==> config.mk <==
export PLATFORM = sky130hd
export DESIGN_NAME = spi_peripheral
export DESIGN_NICKNAME = d
export VERILOG_FILES = /design/src/rtl/spi_peripheral_pkg.sv /design/src/rtl/spi_peripheral_sync_edge.sv /design/src/rtl/spi_peripheral.sv
export SDC_FILE = /design/constraint.sdc
export NUM_CORES = 1
export LEC_CHECK = 0
export CAP_MARGIN = 20
export CORE_AREA = 2 2 93 95
export DETAILED_ROUTE_END_ITERATION = 8
export DIE_AREA = 0 0 95 97
export SYNTH_ARGS = -nofsm -noshare
export SYNTH_HDL_FRONTEND = slang
export SYNTH_SLANG_ARGS = --single-unit
==> constraint.sdc <==
create_clock -name i_clk -period 2.4 [get_ports i_clk]
set_input_delay 0.48 -clock i_clk [delete_from_list [all_inputs] [get_ports i_clk]]
set_output_delay 0.48 -clock i_clk [all_outputs]
set_load 0.05 [all_outputs]
==> src/rtl/spi_peripheral_pkg.sv <==
// spi_pkg: shared types and constants for the SPI peripheral slice.
// Holds the frame FSM encoding, the synchroniser depth and the SPI mode
// helper that decides which SCLK edge samples MOSI.
package spi_pkg;

   typedef enum logic [1:0] {
      ST_IDLE  = 2'd0,   // chip select inactive
      ST_LOAD  = 2'd1,   // first cycle after chip select falls: load first tx word
      ST_SHIFT = 2'd2    // frame active: sampling and shifting on SCLK edges
   } spi_state_t;

   localparam int SPI_SYNC_STAGES = 2;

   // MOSI is sampled on the rising SCLK edge when CPOL and CPHA agree
   // (modes 0 and 3), otherwise on the falling edge (modes 1 and 2).
   function automatic logic spi_sample_on_rising(input logic cpol, input logic cpha);
      return ~(cpol ^ cpha);
   endfunction

endpackage

==> src/rtl/spi_peripheral_sync_edge.sv <==
// spi_sync_edge: multi-flop synchroniser for one asynchronous pin plus an
// extra history register that yields single-cycle rise/fall pulses.
// RST_VAL is the idle level of the pin, so leaving reset never produces a
// spurious edge.
module spi_sync_edge
   import spi_pkg::*;
#(
   parameter logic RST_VAL = 1'b0
) (
   input  logic clk,
   input  logic rst_n,
   input  logic din,
   output logic level,
   output logic rise,
   output logic fall
);

   logic [SPI_SYNC_STAGES-1:0] sync;
   logic                       prev;

   // Shift the pin through the synchroniser and remember the last synced level.
   always_ff @(posedge clk or negedge rst_n) begin
      if (!rst_n) begin
         sync <= {SPI_SYNC_STAGES{RST_VAL}};
         prev <= RST_VAL;
      end else begin
         sync <= {sync[SPI_SYNC_STAGES-2:0], din};
         prev <= sync[SPI_SYNC_STAGES-1];
      end
   end

   assign level = sync[SPI_SYNC_STAGES-1];
   assign rise  = level & ~prev;
   assign fall  = ~level & prev;

endmodule

==> src/rtl/spi_peripheral.sv <==
// spi_peripheral: SPI responder. Oversamples SCLK/CS_n/MOSI in the i_clk
// domain, deserialises WIDTH-bit words (MSB first) and serialises words taken
// from a single-entry valid/ready transmit buffer.
// Transmit buffer handshake: a word is accepted on a cycle where
// i_tx_valid and o_tx_ready are both 1; o_tx_ready drops the next cycle and
// rises again when the word is moved into the shift register.
// Optional macro SPI_PERIPHERAL_MISO_TRISTATE_EN: when defined, o_miso floats
// (Z) whenever the synchronised chip select is inactive or reset is active.
module spi_peripheral
   import spi_pkg::*;
#(
   parameter int   WIDTH = 8,
   parameter logic CPOL  = 1'b0,
   parameter logic CPHA  = 1'b0
) (
   input  logic             i_clk,
   input  logic             i_rst_n,
   input  logic             i_sclk,
   input  logic             i_cs_n,
   input  logic             i_mosi,
   output logic             o_miso,
   input  logic [WIDTH-1:0] i_tx_data,
   input  logic             i_tx_valid,
   output logic             o_tx_ready,
   output logic [WIDTH-1:0] o_rx_data,
   output logic             o_rx_valid,
   output logic             o_tx_underrun,
   output logic             o_busy
);

   localparam logic             SAMPLE_RISE = spi_sample_on_rising(CPOL, CPHA);
   localparam int               CNT_W       = (WIDTH > 1) ? $clog2(WIDTH) : 1;
   localparam logic [CNT_W-1:0] LAST_BIT    = CNT_W'(WIDTH - 1);

   // Synchronised pin views; only SCLK edges matter, its level is not needed.
   logic sclk_level_unused, sclk_rise, sclk_fall;
   logic cs_n_s, cs_n_rise, cs_n_fall;
   logic [SPI_SYNC_STAGES-1:0] mosi_sync;
   logic mosi_s;

   spi_sync_edge #(.RST_VAL(CPOL)) u_sclk_sync (
      .clk   (i_clk),
      .rst_n (i_rst_n),
      .din   (i_sclk),
      .level (sclk_level_unused),
      .rise  (sclk_rise),
      .fall  (sclk_fall)
   );

   spi_sync_edge #(.RST_VAL(1'b1)) u_cs_sync (
      .clk   (i_clk),
      .rst_n (i_rst_n),
      .din   (i_cs_n),
      .level (cs_n_s),
      .rise  (cs_n_rise),
      .fall  (cs_n_fall)
   );

   // MOSI goes through the same number of stages as SCLK so a detected SCLK
   // edge lines up with the MOSI value present at that pin edge.
   always_ff @(posedge i_clk or negedge i_rst_n) begin
      if (!i_rst_n) mosi_sync <= '0;
      else          mosi_sync <= {mosi_sync[SPI_SYNC_STAGES-2:0], i_mosi};
   end
   assign mosi_s = mosi_sync[SPI_SYNC_STAGES-1];

   spi_state_t       state;
   logic [CNT_W-1:0] bit_cnt;
   logic [WIDTH-1:0] rx_shift, tx_shift, tx_buf;
   logic             miso_q;
   logic             skip_shift;   // swallow the trailing shift right after a mid-frame reload (CPHA=0)

   logic             sample_edge, shift_edge, do_load;
   logic [WIDTH-1:0] rx_word, next_word;

   assign sample_edge = SAMPLE_RISE ? sclk_rise : sclk_fall;
   assign shift_edge  = SAMPLE_RISE ? sclk_fall : sclk_rise;
   assign rx_word     = {rx_shift[WIDTH-2:0], mosi_s};
   // An empty buffer (ready high) sends all zeros.
   assign next_word   = o_tx_ready ? '0 : tx_buf;
   assign do_load     = !cs_n_rise &&
                        ((state == ST_LOAD) ||
                         (state == ST_SHIFT && sample_edge && bit_cnt == LAST_BIT));

   // Frame FSM, bit counter, shift registers and transmit buffer.
   always_ff @(posedge i_clk or negedge i_rst_n) begin
      if (!i_rst_n) begin
         state         <= ST_IDLE;
         bit_cnt       <= '0;
         rx_shift      <= '0;
         tx_shift      <= '0;
         tx_buf        <= '0;
         miso_q        <= 1'b0;
         skip_shift    <= 1'b0;
         o_tx_ready    <= 1'b1;
         o_rx_data     <= '0;
         o_rx_valid    <= 1'b0;
         o_tx_underrun <= 1'b0;
      end else begin
         o_rx_valid    <= 1'b0;
         o_tx_underrun <= 1'b0;

         // Buffer write; a same-cycle load below sees the old content.
         if (i_tx_valid && o_tx_ready) begin
            tx_buf     <= i_tx_data;
            o_tx_ready <= 1'b0;
         end

         if (cs_n_rise) begin
            // End of frame: any partial word is dropped, buffer kept.
            state      <= ST_IDLE;
            bit_cnt    <= '0;
            miso_q     <= 1'b0;
            skip_shift <= 1'b0;
         end else begin
            case (state)
               ST_IDLE:  if (cs_n_fall) state <= ST_LOAD;
               ST_LOAD:  state <= ST_SHIFT;
               ST_SHIFT: begin
                  if (sample_edge) begin
                     rx_shift <= rx_word;
                     if (bit_cnt == LAST_BIT) begin
                        bit_cnt    <= '0;
                        o_rx_data  <= rx_word;
                        o_rx_valid <= 1'b1;
                     end else begin
                        bit_cnt <= bit_cnt + 1'b1;
                     end
                  end else if (shift_edge) begin
                     if (skip_shift) begin
                        skip_shift <= 1'b0;
                     end else begin
                        miso_q   <= tx_shift[WIDTH-1];
                        tx_shift <= tx_shift << 1;
                     end
                  end
               end
               default: state <= ST_IDLE;
            endcase

            if (do_load) begin
               if (!o_tx_ready) o_tx_ready    <= 1'b1;
               else             o_tx_underrun <= 1'b1;
               if (CPHA) begin
                  // First bit appears on the first (leading) shift edge.
                  tx_shift <= next_word;
               end else begin
                  // First bit goes out immediately; the trailing edge that
                  // follows a mid-frame reload must not advance past it.
                  miso_q     <= next_word[WIDTH-1];
                  tx_shift   <= next_word << 1;
                  skip_shift <= (state == ST_SHIFT);
               end
            end
         end
      end
   end

   assign o_busy = ~cs_n_s;

`ifdef SPI_PERIPHERAL_MISO_TRISTATE_EN
   assign o_miso = cs_n_s ? 1'bz : miso_q;
`else
   assign o_miso = cs_n_s ? 1'b0 : miso_q;
`endif

endmodule

**After elaboration in Yosys (flattened, before gate mapping)**

Cells that the tools add are included.

- Register bits after elaboration: 49
- Word-level logic and storage cells: 91
- Input port bits: 14
- Output and inout port bits: 13

- Muxes and demuxes: 36
- Equality and inequality tests: 9
- $add $sub $neg: 1
- Reduce and logical (&&, ||, !) cells: 20
- Bitwise logic cells: 9

Operators with widths:

| operator | count |
|---|---|
| $mux 8 | 6 |
| $mux 1 | 23 |
| $mux 3 | 4 |
| $reduce_and 4->1 | 2 |
| $reduce_bool 2->1 | 4 |
| $ne 3x2->1 const B | 2 |
| $pmux 2 s3 | 1 |
| $reduce_and 3->1 | 2 |
| $reduce_bool 3->1 | 2 |
| $not 1->1 | 5 |
| $reduce_and 5->1 | 1 |
| $and 1x1->1 | 4 |
| $logic_and 1x1->1 | 4 |
| $mux 2 | 2 |
| $ne 2x1->1 const B | 2 |
| $reduce_and 2->1 | 2 |
| $add 3x1->3 const B | 1 |
| $eq 3x3->1 const B | 1 |
| $ne 3x3->1 const B | 1 |
| $eq 2x1->1 const B | 1 |
| $eq 2x2->1 const B | 1 |
| $logic_not 2->1 | 1 |
| $ne 2x2->1 const B | 1 |
| $logic_not 1->1 | 1 |
| $logic_or 1x1->1 | 1 |

**Logic depth before layout (Yosys ltp)**

Gate-level depths: netlist (run 1).

- Depth in word-level cells: 8
- Gate-level depth with buffers: 6
- Mapped depth without buffers: 6

**Cells and area by module**

A second synthesis (run 1) with hierarchy kept.

- Cells, all modules: 135
- Area, all modules: 2000.7 um2

By module, submodules not included:

| module | sequential area each (um2) | area each (um2) | cells each | times used |
|---|---|---|---|---|
| spi_peripheral | 1052.3 | 1816.7 | 125 | 1 |
| spi_sync_edge (u_cs_sync) | 78.8 | 93.8 | 5 | 1 |
| spi_sync_edge (u_sclk_sync) | 75.1 | 90.1 | 5 | 1 |

**Worst setup path before layout (run 1)**

No wires, ideal clock.

- Kind: flip-flop to flip-flop
- Start: register u_cs_sync.prev
- End: register tx_shift[2]
- Period minus slack after synthesis: 1.731 ns
- Slack: 0.669 ns
- Setup time: 0.131 ns
- Data arrival time: 1.600 ns
- Stages on the path, launching flop included: 7
- Data required time: 2.269 ns
- Buffers on the path: 1
- Cell sequence: dfstp_2 inv_1 ha_1 or4_1 buf_2 mux2i_1 mux2i_1

- Cells in the longest elaborated chain, start to end: 6
- Elaborated cells on any way between the ends: 11
- Classes of those cells: 2 x eq/ne; 1 x mux; 3 x bitwise; 5 x reduce/logical

Ends and longest elaborated chain:

| item | line | RTL |
|---|---|---|
| start: declaration | spi_peripheral_sync_edge.sv:19 | `logic prev;` |
| start signal: assignment | spi_peripheral_sync_edge.sv:28 | `prev <= sync[SPI_SYNC_STAGES-1];` |
| $not 1->1 (*) | spi_peripheral_sync_edge.sv:33 | `assign rise = level & ~prev;` |
| $and 1x1->1 (*) | spi_peripheral_sync_edge.sv:33 |  |
| $logic_not 1->1 | spi_peripheral.sv:81 | `assign do_load = !cs_n_rise &&` |
| $logic_and 1x1->1 | spi_peripheral.sv:81 |  |
| $ne 2x1->1 (no line) or $reduce_bool 2->1 (tied branches) | - |  |
| $reduce_and 5->1 (no line) | - |  |
| end signal: assignment | spi_peripheral.sv:134 | `tx_shift <= tx_shift << 1;` |
| end signal: assignment | spi_peripheral.sv:146 | `tx_shift <= next_word;` |
| end signal: assignment | spi_peripheral.sv:151 | `tx_shift <= next_word << 1;` |
| end: declaration | spi_peripheral.sv:69 | `logic [WIDTH-1:0] rx_shift, tx_shift, tx_buf;` |

Every way passes the cells marked *; elsewhere a longest branch is shown, timed or not.
A chain may end at the register's enable or synchronous reset.

**Final worst setup path (run 1)**

- Start: register o_tx_ready
- End: output o_tx_ready

RTL lines:

| item | line | RTL |
|---|---|---|
| start: declaration | spi_peripheral.sv:24 | `output logic o_tx_ready,` |
| start signal: assignment | spi_peripheral.sv:95 | `o_tx_ready <= 1'b1;` |
| start signal: assignment | spi_peripheral.sv:106 | `o_tx_ready <= 1'b0;` |
| start signal: assignment | spi_peripheral.sv:142 | `if (!o_tx_ready) o_tx_ready <= 1'b1;` |

No word-level cell between the ends.

==> results.md, run 1 <==
Worst setup path:
- The signal on the critical path passes through clkdlybuf4s50_1.
- Data on the critical path is required at its endpoint by 1.92 ns.
- Grouping stages by cell kind, the critical path spends the most delay in buffers and inverters.
- The worst reg-to-reg setup slack is 0.43 ns.
- The top fanout value on the critical path is 2.
- At the worst endpoint, the arrival time is 1.67 ns.
- The largest stage delay on the critical path is 0.80 ns.
- The classification of the worst setup path is reg -> out.
- The nature of the critical path endpoint is an output port.
- The critical path buffer and inverter count is 1.
- On the critical path, the stage with the largest delay is an instance of sky130_fd_sc_hd__clkdlybuf4s50_1.
- The element type at the critical path start is a flip-flop.

Synthesis:
- By count the netlist is led by sky130_fd_sc_hd__dfrtp_1 (44), sky130_fd_sc_hd__mux2i_1 (16), sky130_fd_sc_hd__mux2_2 (15).
- The biggest area contributor in the post-synthesis netlist is sky130_fd_sc_hd__dfrtp_1.
- Of the synthesized area, sequential elements account for 0.5980.
- The most used flip-flop cell after synthesis is sky130_fd_sc_hd__dfrtp_1.
- The count of distinct cell types in the synthesized netlist is 32.
- The top-area cell type share of the netlist area is 0.5459.
- The net count after synthesis is 156.
- Ranked by total cell area, the synthesized netlist is headed by sky130_fd_sc_hd__dfrtp_1 (55%), sky130_fd_sc_hd__mux2_2 (8.4%), sky130_fd_sc_hd__mux2i_1 (7.9%).
- A synthesized cell averages 14.51 um^2.
- The gate count of the mapped netlist is around 140.
- The number of warnings issued by yosys is 0.
- Counting flops with an async set or reset pin after synthesis yields a share of 1.000.
- Yosys instantiated no cell more often than sky130_fd_sc_hd__dfrtp_1.
- The cell area after synthesis is 0.002017 mm^2.
- The flip-flop and latch count after synthesis is 48.
- The number of enable flip-flop cells after synthesis is 0.

Final layout:
- The multi-input logic area is 760.7 um^2.
- Once layout is complete, the utilization of the core stands at 0.3072.
- The area growth from synthesis to layout is 23.88%.
- The sequential cells in the finished layout cover a total of 0.001206 mm^2.
- The number of filler instances in the final layout is 790.
- The layout cell share with drive strength beyond 1 is 0.2500.
- The count of antenna diodes in the layout is 0.
- The count of nets after finishing is 188.

Placed design:
- The global placement routability congestion is just under 0.8.
- The number of port buffers is 26.
- The wire-length estimate of the detail-placed layout is 2.397 mm.
- Prior to clock tree synthesis, the placed netlist has a worst setup slack of around 0.42 ns.

Run status:
- The run finished with clean final reports.

Global route:
- The via count of the first global-routing pass is 1,154.
- Entering global routing, the biggest net connects 25 pins.
- The total routing resource utilization after global routing is 0.08349.
- The first-pass GRT wire length is 5.823 mm.
- For this run the aggregate overflow at the end of global routing stands at 0.
- The number of antenna violations at the first check in global routing was 0.

Floorplanning:
- The die covers 0.009215 mm^2.
- The die width is between 90 and 100 um.
- The number of rows created at floorplan is 33.
- For this design the top-level I/O count stands at 27.
- The core region is 0.008134 mm^2.
- The initial core utilization is 0.2480.
- The height of the die is 97 um.

Clock tree:
- The clock buffer count from CTS is 5.
- The worst-case clock buffer depth is 2.
- The clock-pin transition on the worst setup and hold timing paths is approximately 0.090 ns.
- In this run, post-CTS repair resized a total of 0 instances.
- CTS built an H-tree with a depth of 2.
- CTS saw 48 sinks.
- Once the clock tree was built, the setup fixing pass inserted 0 buffers.
- The quantity of hold-fixing buffers added after cts is 0.
- The source-to-sink clock delay at the later pin of the worst-skew pair is 0.30 ns.
- TritonCTS built the clock tree.
- The clock root buffer master is sky130_fd_sc_hd__clkbuf_8.

Timing:
- The total count of max-transition violations in the final report was 0.
- Hold timing on the final database bottoms out at a slack of 0.1438 ns.
- The smallest clock period supported by the final layout is computed as 2.147 ns.
- The slew at the pin closest to its max-slew limit is 0.5236 ns.
- The count of endpoints failing hold in the final timing report is 0.
- The final setup violation count is 0.
- Setup repair after global routing left no endpoint under its margin.
- Based on the critical path, the design can be clocked at up to 0.4659 GHz.
- The summed negative setup slack over all endpoints is 0 ns.
- After layout, the worst setup slack is ~0.25 ns.
- Clock skew on the completed layout was measured at around 0.0043 ns.
- The tightest slew margin relative to the limit is 0.6510.
- Dividing the final minimum period by the clock period gives 0.8944.

Power and ir drop:
- The reported leakage power is 1.157 nW.
- The peak ir drop on the vdd network is 400.7 uV.
- The power per cell area is 873.9 mW/mm^2.

Min path:
- The class of the tightest hold or removal check is in -> async.

Run:
- The total of max-cap violations is 0.

Route:
- The number of DRC violations after detailed-routing iteration 0 is 76.
- The final routed wirelength across all metal layers is roughly 3.3 mm.
- In the final routed layout, each cell accounts on average for about 12 um.
- The residual antenna-violating net count after detailed routing is 0.
- The routed via count divided by cell count is slightly above 4.
- The number of iterations in the first detailed-routing pass is 4.
- The post-detailed-route DRC marker count is 0.
- The routed layout has approximately 1,100 vias.
-- per-layer routing --
metal	up-vias	global-route usage	routed length, um
met5	-	0	0
met3	7	0.02414	119
met2	21	0.1184	1480
li1	544	-	-
met4	0	0.04682	89
met1	543	0.1128	1649
-- logic make-up (layout without fill, tap and decap cells) --
logic type | Yosys count | after routing | synth area share
flip-flops | 48 | 48 | 0.5980
multiplexers | 39 | 39 | 0.2227
AND/OR/NAND/NOR | 31 | 31 | 0.1086
buffers and inverters | 10 | 43 | 0.02481
AO/OA/AOI/OAI | 8 | 8 | 0.02730
adder cells (fa/ha/maj) | 3 | 3 | 0.01861
-- worst paths after layout --
check	to	startpoint	cells after the start
min reg2reg	mosi_sync[1]$_DFF_PN0_	mosi_sync[0]$_DFF_PN0_	0
min	o_rx_data[6]$_DFFE_PN0P_	i_rst_n	1
max in group asynchronous	o_tx_ready$_DFF_PN1_	i_rst_n	2
min in group i_clk	mosi_sync[1]$_DFF_PN0_	mosi_sync[0]$_DFF_PN0_	0
max	o_tx_ready	o_tx_ready$_DFF_PN1_	1
max reg2reg	tx_shift[4]$_DFFE_PN0P_	u_cs_sync.prev$_DFF_PN1_	5
-- cells in the final DEF, fill, tap and decap left out --
cell type and n:
sky130_fd_sc_hd__dfstp_2 4, sky130_fd_sc_hd__clkinv_2 1, sky130_fd_sc_hd__o211ai_1 1, sky130_fd_sc_hd__nand4b_1 1, sky130_fd_sc_hd__mux2_4 8, sky130_fd_sc_hd__or4_1 1
sky130_fd_sc_hd__nand2b_1 10, sky130_fd_sc_hd__mux2i_1 16, sky130_fd_sc_hd__and2_1 1, sky130_fd_sc_hd__and4bb_1 1, sky130_fd_sc_hd__nor2_1 3, sky130_fd_sc_hd__inv_6 1
sky130_fd_sc_hd__o21bai_1 1, sky130_fd_sc_hd__nand2_1 2, sky130_fd_sc_hd__nor4_1 1, sky130_fd_sc_hd__nor2_4 1, sky130_fd_sc_hd__or4b_1 1, sky130_fd_sc_hd__and2b_1 1
sky130_fd_sc_hd__mux2_2 15, sky130_fd_sc_hd__clkbuf_8 6, sky130_fd_sc_hd__inv_1 5, sky130_fd_sc_hd__or2b_1 1, sky130_fd_sc_hd__buf_2 1, sky130_fd_sc_hd__nand3b_1 2
sky130_fd_sc_hd__o41ai_1 1, sky130_fd_sc_hd__ha_1 3, sky130_fd_sc_hd__a21oi_1 3, sky130_fd_sc_hd__clkdlybuf4s50_1 25, sky130_fd_sc_hd__nor2b_1 4, sky130_fd_sc_hd__o31ai_1 1
sky130_fd_sc_hd__nand2_8 1, sky130_fd_sc_hd__a21oi_2 1, sky130_fd_sc_hd__dfrtp_1 44, sky130_fd_sc_hd__buf_4 4
-- per-stage QoR --
step           power [mW]  std cells  area (um^2)
6_report            2.184        277         2499
5_1_grt             2.333        277         2499
4_1_cts             2.226        277         2499
3_5_place_dp        1.706        269         2402
3_3_place_gp        1.692        269         2402
2_1_floorplan       1.536        139         2017
-- where the power goes --
part           switching (mW)  total (mW)  internal (mW)
combinational           0.263       0.551          0.289
sequential              0.114        1.12           1.01
clock                   0.272       0.508          0.236
total                   0.649        2.18           1.54
-- flip-flops by register name, summed over array words and instances, names as in the netlist --
| name | count |
|---|---|
| u_cs_sync.sync | 2 |
| mosi_sync | 2 |
| tx_shift | 7 |
| skip_shift | 1 |
| u_sclk_sync.prev | 1 |
| o_tx_ready | 1 |
| o_rx_data | 8 |
| miso_q | 1 |
| bit_cnt | 3 |
| o_rx_valid | 1 |
| tx_buf | 8 |
| u_sclk_sync.sync | 2 |
| u_cs_sync.prev | 1 |
| rx_shift | 7 |
| state | 2 |
| o_tx_underrun | 1 |
-- final cells by class --
cell class                 count  share of cell area
clock buffer                   6             0.03305
timing repair buffer          30              0.1142
tap                          105             0.05258
inverter                       5            0.007511
multi-input combinational     81              0.3045
clock inverter                 2            0.005508
sequential                    48              0.4827
(Power assumes the default switching activity.)
==> run 2: changes to the inputs <==
--- a/config.mk
+++ b/config.mk
@@ -9,6 +9,7 @@
 export CORE_AREA = 2 2 93 95
 export DETAILED_ROUTE_END_ITERATION = 8
 export DIE_AREA = 0 0 95 97
+export HOLD_SLACK_MARGIN = 0.1
 export SYNTH_ARGS = -nofsm -noshare
 export SYNTH_HDL_FRONTEND = slang
 export SYNTH_SLANG_ARGS = --single-unit
==> results of run 2 <==
Final layout, timing and power as in run 1 (identical DEF).
